<file path="src/rtl/uart_pkg.sv">
// uart_pkg: shared types and constants for the UART receive path.
//   rx_state_t  - receive FSM state encoding
//   OVERSAMPLE  - ticks per bit from the baud generator
//   MID_TICK    - tick_cnt value at which the start bit is re-checked
//   LAST_TICK   - tick_cnt value at which a data/parity bit is sampled
package uart_pkg;

  typedef enum logic [2:0] {
    IDLE,
    START,
    DATA,
    PARITY,
    STOP
  } rx_state_t;

  localparam int OVERSAMPLE = 16;
  localparam int TICK_W     = $clog2(OVERSAMPLE);

  localparam logic [TICK_W-1:0] MID_TICK  = TICK_W'(7);
  localparam logic [TICK_W-1:0] LAST_TICK = TICK_W'(15);

endpackage

</file>
<file path="src/rtl/sync_2ff.sv">
// sync_2ff: two-flop synchronizer for a single asynchronous input.
// Both flops reset to 1 so an idle-high serial line does not look like a
// start bit coming out of reset.
//   clk     in   system clock
//   reset_n in   asynchronous active-low reset
//   d       in   asynchronous input
//   q       out  synchronized output (2 cycles of latency)
module sync_2ff (
  input  logic clk,
  input  logic reset_n,
  input  logic d,
  output logic q
);

  logic ff1_q;
  logic ff2_q;

  always_ff @(posedge clk or negedge reset_n) begin
    if (!reset_n) begin
      ff1_q <= 1'b1;
      ff2_q <= 1'b1;
    end else begin
      ff1_q <= d;
      ff2_q <= ff1_q;
    end
  end

  assign q = ff2_q;

endmodule

</file>
<file path="src/rtl/uart_rx_ctrl.sv">
// uart_rx_ctrl: UART receiver driven by the x16 oversampling tick.
// Detects the start bit, samples each bit at mid-bit and presents the
// assembled word with error flags as a one-cycle strobe.
//   clk           in   system clock
//   reset_n       in   asynchronous active-low reset
//   tick16        in   one-cycle pulse at 16x the baud rate
//   rx            in   serial line, asynchronous, idle high
//   rx_data       out  last received word, held until the next frame
//   rx_valid      out  one-cycle strobe: frame completed
//   rx_frame_err  out  with rx_valid: stop bit sampled low
//   rx_parity_err out  with rx_valid: parity mismatch
//   rx_busy       out  high whenever the FSM is not idle
//
// state  | meaning
// IDLE   | waiting for the line to go low on a tick
// START  | counting to the middle of the start bit, rejecting glitches
// DATA   | sampling DBITS data bits, LSB first
// PARITY | sampling the parity bit and latching the mismatch
// STOP   | counting SB_TICKS ticks, sampling the stop level on the last
module uart_rx_ctrl #(
  parameter int DBITS      = 8,
  parameter int SB_TICKS   = 16,
  parameter int PARITY_EN  = 0,
  parameter int PARITY_ODD = 0
) (
  input  logic             clk,
  input  logic             reset_n,
  input  logic             tick16,
  input  logic             rx,
  output logic [DBITS-1:0] rx_data,
  output logic             rx_valid,
  output logic             rx_frame_err,
  output logic             rx_parity_err,
  output logic             rx_busy
);

  import uart_pkg::*;

  localparam int BW   = $clog2(DBITS);
  localparam int SB_W = $clog2(SB_TICKS);

  localparam logic [BW-1:0]   BIT_LAST = BW'(DBITS - 1);
  localparam logic [SB_W-1:0] SB_LAST  = SB_W'(SB_TICKS - 1);
  localparam logic            PAR_EN   = (PARITY_EN != 0);
  localparam logic            PAR_ODD  = (PARITY_ODD != 0);

  logic rx_s;

  rx_state_t         state_q, state_d;
  logic [TICK_W-1:0] tick_cnt_q, tick_cnt_d;
  logic [BW-1:0]     bit_cnt_q, bit_cnt_d;
  logic [SB_W-1:0]   sb_cnt_q, sb_cnt_d;
  logic [DBITS-1:0]  sr_q, sr_d;
  logic              par_err_q, par_err_d;
  logic [DBITS-1:0]  rx_data_q, rx_data_d;
  logic              rx_valid_q, rx_valid_d;
  logic              frame_err_q, frame_err_d;
  logic              parity_err_q, parity_err_d;

  sync_2ff u_sync_rx (
    .clk     (clk),
    .reset_n (reset_n),
    .d       (rx),
    .q       (rx_s)
  );

  always_comb begin
    state_d      = state_q;
    tick_cnt_d   = tick_cnt_q;
    bit_cnt_d    = bit_cnt_q;
    sb_cnt_d     = sb_cnt_q;
    sr_d         = sr_q;
    par_err_d    = par_err_q;
    rx_data_d    = rx_data_q;
    rx_valid_d   = 1'b0;
    frame_err_d  = 1'b0;
    parity_err_d = 1'b0;

    if (tick16) begin
      case (state_q)
        IDLE: begin
          if (!rx_s) begin
            tick_cnt_d = '0;
            state_d    = START;
          end
        end

        START: begin
          tick_cnt_d = tick_cnt_q + 1'b1;
          if (tick_cnt_q == MID_TICK) begin
            if (!rx_s) begin
              tick_cnt_d = '0;
              bit_cnt_d  = '0;
              par_err_d  = 1'b0;
              state_d    = DATA;
            end else begin
              // line came back high before mid-start: glitch, no frame
              state_d = IDLE;
            end
          end
        end

        DATA: begin
          tick_cnt_d = tick_cnt_q + 1'b1;
          if (tick_cnt_q == LAST_TICK) begin
            tick_cnt_d = '0;
            sr_d       = {rx_s, sr_q[DBITS-1:1]};
            if (bit_cnt_q == BIT_LAST) begin
              sb_cnt_d = '0;
              state_d  = PAR_EN ? PARITY : STOP;
            end else begin
              bit_cnt_d = bit_cnt_q + 1'b1;
            end
          end
        end

        PARITY: begin
          tick_cnt_d = tick_cnt_q + 1'b1;
          if (tick_cnt_q == LAST_TICK) begin
            tick_cnt_d = '0;
            par_err_d  = rx_s ^ (^sr_q) ^ PAR_ODD;
            sb_cnt_d   = '0;
            state_d    = STOP;
          end
        end

        STOP: begin
          sb_cnt_d = sb_cnt_q + 1'b1;
          if (sb_cnt_q == SB_LAST) begin
            sb_cnt_d     = '0;
            state_d      = IDLE;
            rx_data_d    = sr_q;
            rx_valid_d   = 1'b1;
            frame_err_d  = ~rx_s;
            parity_err_d = PAR_EN & par_err_q;
          end
        end

        default: state_d = IDLE;
      endcase
    end
  end

  always_ff @(posedge clk or negedge reset_n) begin
    if (!reset_n) begin
      state_q      <= IDLE;
      tick_cnt_q   <= '0;
      bit_cnt_q    <= '0;
      sb_cnt_q     <= '0;
      sr_q         <= '0;
      par_err_q    <= 1'b0;
      rx_data_q    <= '0;
      rx_valid_q   <= 1'b0;
      frame_err_q  <= 1'b0;
      parity_err_q <= 1'b0;
    end else begin
      state_q      <= state_d;
      tick_cnt_q   <= tick_cnt_d;
      bit_cnt_q    <= bit_cnt_d;
      sb_cnt_q     <= sb_cnt_d;
      sr_q         <= sr_d;
      par_err_q    <= par_err_d;
      rx_data_q    <= rx_data_d;
      rx_valid_q   <= rx_valid_d;
      frame_err_q  <= frame_err_d;
      parity_err_q <= parity_err_d;
    end
  end

  assign rx_data       = rx_data_q;
  assign rx_valid      = rx_valid_q;
  assign rx_frame_err  = frame_err_q;
  assign rx_parity_err = parity_err_q;
  assign rx_busy       = (state_q != IDLE);

endmodule

</file>
<file path="config.mk">
export PLATFORM = sky130hd
export DESIGN_NAME = uart_rx_ctrl
export DESIGN_NICKNAME = d
export VERILOG_FILES = /design/src/rtl/uart_pkg.sv /design/src/rtl/sync_2ff.sv /design/src/rtl/uart_rx_ctrl.sv
export SDC_FILE = /design/constraint.sdc
export NUM_CORES = 1
export LEC_CHECK = 0
export ABC_CLOCK_PERIOD_IN_PS = 2400
export CAP_MARGIN = 5
export CORE_MARGIN = 8
export CORE_UTILIZATION = 55
export DETAILED_ROUTE_END_ITERATION = 16
export PLACE_DENSITY_LB_ADDON = 0.12
export REMOVE_ABC_BUFFERS = 1
export SYNTH_ARGS = -nofsm -noshare
export SYNTH_HDL_FRONTEND = slang
export SYNTH_SLANG_ARGS = --single-unit
</file>
<file path="constraint.sdc">
create_clock -name clk -period 2.4 [get_ports clk]
set_input_delay 0.36 -clock clk [delete_from_list [all_inputs] [get_ports clk]]
set_output_delay 0.36 -clock clk [all_outputs]
set_load 0.05 [all_outputs]
</file>
After elaboration in Yosys (flattened, before gate mapping)

Cells that the tools add are included.

Add/sub/neg operators: 3
Equality and inequality tests: 16
Multiplexer cells: 29
Bitwise gates (word level): 1
Reductions and logical operators: 12

Operators by type and width:

| kind                                                            | number |
|---|---|
| 4-bit two-way mux                                               | 8 |
| 3-bit two-way mux                                               | 10 |
| 4-bit case mux with 3 select lines                              | 2 |
| 2-bit inequality test, second input constant                    | 8 |
| 3-bit case mux with 5 select lines                              | 1 |
| 3-bit AND reduction                                             | 3 |
| 3-bit nonzero test                                              | 3 |
| 4-bit by 1-bit adder with 4-bit output, second input constant   | 2 |
| 4-bit == test, second input constant                            | 2 |
| 7-bit AND reduction                                             | 1 |
| 3-bit by 2-bit == test with 1-bit output, second input constant | 2 |
| 3-bit == test, second input constant                            | 2 |
| 1-bit two-way mux                                               | 6 |
| 3-bit case mux with 2 select lines                              | 1 |
| 6-bit AND reduction                                             | 1 |
| 5-bit AND reduction                                             | 1 |
| 4-bit by 3-bit == test with 1-bit output, second input constant | 1 |
| 3-bit by 1-bit adder with 3-bit output, second input constant   | 1 |
| 3-bit by 1-bit == test with 1-bit output, second input constant | 1 |
| 3-bit zero test                                                 | 1 |
| 2-bit two-way mux                                               | 1 |
| 2-bit nonzero test                                              | 1 |
| 2-bit OR reduction                                              | 1 |
| 1-bit inverter                                                  | 1 |

Register bits after elaboration: 34
Bits of input ports: 4
Output and inout bits: 12
Word-level logic and storage cells: 71

Depth between registers and ports, before layout

Depth in word-level cells: 4
Gate-level depth with buffers: 6
Gate-level depth less buffers: 6

Cells and area by module

From an unflattened synthesis, not the netlist that was laid out.

Cells, all modules: 138
Area, all modules: 1616.6 µm²

By module, submodules not included:

| module       | instances | cells each | area each (µm²) | sequential area each (µm²) |
|---|---|---|---|---|
| uart_rx_ctrl | 1         | 136        | 1564.0          | 800.8 |
| sync_2ff     | 1         | 2          | 52.6            | 52.6 |

Worst setup path after synthesis

Ideal clock, no wire load.

Path type: register to register
Start: reg bit_cnt_q[0]
End: reg bit_cnt_q[0]
Library setup time: 128 ps
Arrival: 1538 ps
Data required time: 2272 ps
Slack: 734 ps
Stages on the path, launching flop included: 7
Path buffers: 0
Clock period less this slack: 1666 ps
Cell sequence: dfrtp_1 -> ha_1 -> ha_1 -> nor4b_1 -> a2bb2oi_1 -> nor2_4 -> mux2_1

Word-level cells in the longest chain between the ends: 4
Elaborated cells between the ends (all ways): 7
Classes of those cells: add/sub: 1; eq/ne: 2; mux: 3; reduce/logical: 1

RTL lines:

| item                                   | RTL line            | text |
|---|---|---|
| from (decl)                            | uart_rx_ctrl.sv:51  | `logic [BW-1:0] bit_cnt_q, bit_cnt_d;` |
| from (signal assigned)                 | uart_rx_ctrl.sv:159 | `bit_cnt_q <= bit_cnt_d;` |
| 3-bit by 1-bit adder with 3-bit output | uart_rx_ctrl.sv:112 | `bit_cnt_d = bit_cnt_q + 1'b1;` |
| 3-bit two-way mux                      | uart_rx_ctrl.sv:108 | `if (bit_cnt_q == BIT_LAST) begin` |
| 3-bit two-way mux                      | uart_rx_ctrl.sv:105 | `if (tick_cnt_q == LAST_TICK) begin` |
| 3-bit case mux with 2 select lines     | uart_rx_ctrl.sv:80  | `case (state_q)` |

Several ways; a longest one is shown, not always the timed one. The select of a mux whose other input is x is not followed.
A chain may end at the register's enable or synchronous reset.

Worst setup path after layout

Start: reg state_q[2]
End: out rx_busy

Word-level cells in the longest chain between the ends: 1

RTL lines:

| item                   | RTL line            | text |
|---|---|---|
| from (decl)            | uart_rx_ctrl.sv:49  | `rx_state_t state_q, state_d;` |
| from (signal assigned) | uart_rx_ctrl.sv:157 | `state_q <= state_d;` |
| 3-bit nonzero test     | uart_rx_ctrl.sv:174 | `assign rx_busy = (state_q != IDLE);` |
| to (decl)              | uart_rx_ctrl.sv:34  | `output logic rx_busy` |

Every way passes these cells.

==> results by group <==
Synth
  • Most frequent cells after synthesis: dfrtp_1 (32), mux2_2 (16), nand2_1 (9), o21ai_0 (9), inv_1 (7)
  • Synthesized flop and latch total: 34
  • Ys async rst share: between 90% and 100%
  • Cells after Synth: about 140
  • Post-synth top flop: dfrtp_1
  • Post-synth top area cell: dfrtp_1
  • Top cell type's share of synthesized area: 48.9%
  • Mapped Avg Cell Area: 12.1 um2
  • Top-count cell post-synth: dfrtp_1
  • Syn. warnings: 0
  • Synth unique cells: 42
  • Netlist Area Pre-Place: roughly 0.0016 mm2
  • Synth area leaders: dfrtp_1 (49%), mux2_2 (11%), dfstp_2 (3.2%)
  • Number of synthesized flops with an enable pin: 0
  • Seq/Total Area, Yosys: a little over half

Clocking
  • CTS tree: done
  • Clock Path Buffers: 2
  • Htree depth: 2
  • Post-CTS Setup Bufs: 0
  • Worst-path clk slew: roughly 0.11 ns
  • CTS Buf Count: 5
  • Skew-Pair Late Insertion Delay: roughly 0.33 ns
  • Clock root cell: clkbuf_4
  • # hold bufs at CTS: 0
  • # resized after CTS: 0
  • # clock sinks: 34

Drt
  • Initial DRC count: 105
  • DR pass1 iterations: 4
  • Total number of vias: ~1100
  • Number of vias per cell: around 5.7
  • DRC: 0
  • Final WL: between 2000 and 3000 um
  • Routed Antenna Nets: 0
  • Routed WL per cell: 15.0 um

Floorplan
  • Die Span Y: ~70 um
  • Core footprint: between 0.002 and 0.003 mm2
  • Ports: 16
  • Initial core utilization: a little under three fifths
  • Die ar.: roughly 0.005 mm2
  • Num rows: 20
  • Die width: 70.6 um

Power
  • P_sw: about 430 uW
  • P_leak: a little under 0.9 nW
  • Peak supply drop: about 400 uV
  • Sw frac: ~32%
  • Clock power share: 25.0%
  • Flop pwr share: 51.4%
  • PwrDens: roughly 730 mW/mm2
  • P_int: 910 uW
  • Comb pwr share: between 20% and 30%

Cells and area
  • Final non-filler cell total: around 190
  • Layout Utilization: 62.3%
  • Share of layout cells above drive strength 1: between 20% and 30%
  • Post-layout net count: between 150 and 200
  • ANT cells: 0
  • Area delta synth->final: 12.2%

Worst setup path
  • Critical Path, Cell by Cell: inv_1 -> nand2_1 -> clkdlybuf4s50_1
  • Crit path max fanout: 12
  • Worst R2R Path Depth: 4
  • WS Path Type: reg2out
  • Worst path slowest cell: clkdlybuf4s50_1
  • CP max stage delay: around 0.81 ns
  • Startpoint Class: flip-flop
  • WP data required: 2.04 ns
  • CP arrival: slightly below 2 ns
  • Endpoint class of the critical path: output pin

STA
  • Worst-Margin Slew: around 0.5 ns
  • Final Max Tran Viols: 0
  • Setup TNS: 0 ns
  • Final number of setup-violating endpoints: 0
  • RSZ-0062 raised after global routing: false
  • Worst slew margin: between 60% and 70%
  • Clock Skews: around 0.010 ns
  • Final Hold Fails: 0
  • Post-route clock period utilization: around 97%
  • Worst hold slack: 0.371 ns
  • F_max: 431 MHz
  • Minimum clock period: between 2 and 2.5 ns

Run
  • Max-Cap Viols: 0

Global routing
  • Initial antenna violation count: 0
  • Largest net degree at the start of global routing: 35
  • Total gr overflow: 0
  • Gr usage total: 12.7%
  • Global-route wire length before repair: between 5000 and 6000 um
  • Number of global-route vias before repair: 1089

Outcome
  • Status: completed

Placement
  • Placed wire-length estimate: around 2000 um
  • Dpl cells: 178
  • I/O Buffers: 14
  • GP Congestion: between 0.8 and 0.9

Worst hold path
  • Worst min path class: reg2reg
  • WHS Path Cells: 0
worst max-delay path: cells and delay by family (launching register included):
| family | cells | cell delay, ns |
|---|---|---|
| buffers and inverters | 2 | 0.95 |
| and+or+nand+nor | 1 | 0.12 |
| DFF | 1 | 0.56 |
layer usage:
layer / track usage [%] / wire [um] / vias up
li1: - / - / 521
met1: 14.4 / 1260 / 527
met2: 19.9 / 1330 / 15
met3: 5.51 / 155 / 5
met4: 6.47 / 52 / 0
met5: 0 / 0 / -
power groups by stage:
stage | registers (mW) | logic [mW] | clock network [mW]
final | 0.689 | 0.316 | 0.334
after global routing | 0.697 | 0.359 | 0.361
after CTS | 0.688 | 0.318 | 0.342
after detailed placement | 0.699 | 0.317 | 0
after global placement | 0.697 | 0.308 | 0
after floorplan | 0.699 | 0.220 | 0
logic make-up after synthesis:
| family | Yosys count | synth area share (%) |
|---|---|---|
| muxes | 19 | 12.9 |
| and+or+nand+nor | 38 | 14.6 |
| other | 1 | 0.229 |
| buffers and inverters | 14 | 5.11 |
| adders and majority gates | 4 | 3.05 |
| AOI/OAI and AO/OA | 26 | 12.1 |
| DFF | 34 | 52.1 |
flip-flops by register name, indices dropped and copies added (netlist names):
register and count:
sb_cnt_q 4, u_sync_rx.ff1_q 1, rx_valid 1, rx_data 8, bit_cnt_q 3, u_sync_rx.q 1, sr_q 8, state_q 3
rx_frame_err 1, tick_cnt_q 4
through the flow:
step / cell area [um2] / total power [mW] / setup slack [ns]
after floorplan: 1580 / 0.918 / 0.734
after global placement: 1780 / 1.01 / 0.391
after detailed placement: 1780 / 1.02 / 0.364
after CTS: 1840 / 1.35 / 0.0726
after global routing: 1840 / 1.42 / 0.0125
final: 1840 / 1.34 / 0.0794
path summary, 6_finish.rpt:
path                                                start                         to  slack [ns]
max in group asynchronous                         reset_n  u_sync_rx.ff1_q$_DFF_PN1_        1.65
worst max-delay path               state_q[2]$_DFFE_PN0P_                    rx_busy        0.08
worst max register to register     state_q[2]$_DFFE_PN0P_        sr_q[0]$_DFFE_PN0P_        0.50
worst min-delay path            u_sync_rx.ff1_q$_DFF_PN1_      u_sync_rx.q$_DFF_PN1_        0.37
worst min register to register  u_sync_rx.ff1_q$_DFF_PN1_      u_sync_rx.q$_DFF_PN1_        0.37
min in group asynchronous                         reset_n  tick_cnt_q[2]$_DFFE_PN0P_        0.42
cell type report:
class	instances	area, um2
multi-input combinational	88	702
clock buffer	7	55.1
tap	33	41.3
clock inverter	1	5.00
timing repair buffer	16	155
inverter	7	26.3
sequential	34	855
fill	242	1110
layout by cell type (no fill, tap or decap), types with 2 or more instances in the layout:
cell	count
ha_1	4
a21o_1	2
and3_1	3
a21oi_1	2
clkdlybuf4s50_1	14
inv_1	7
dfrtp_1	31
nand3_1	4
mux2_2	16
buf_4	2
clkbuf_4	5
o21ai_0	9
nand2b_1	2
dfstp_2	2
nand2_1	9
mux2i_1	2
nor3_1	3
nor2_4	2
o31ai_1	4
nor2_1	5
(Power assumes the default switching activity.)
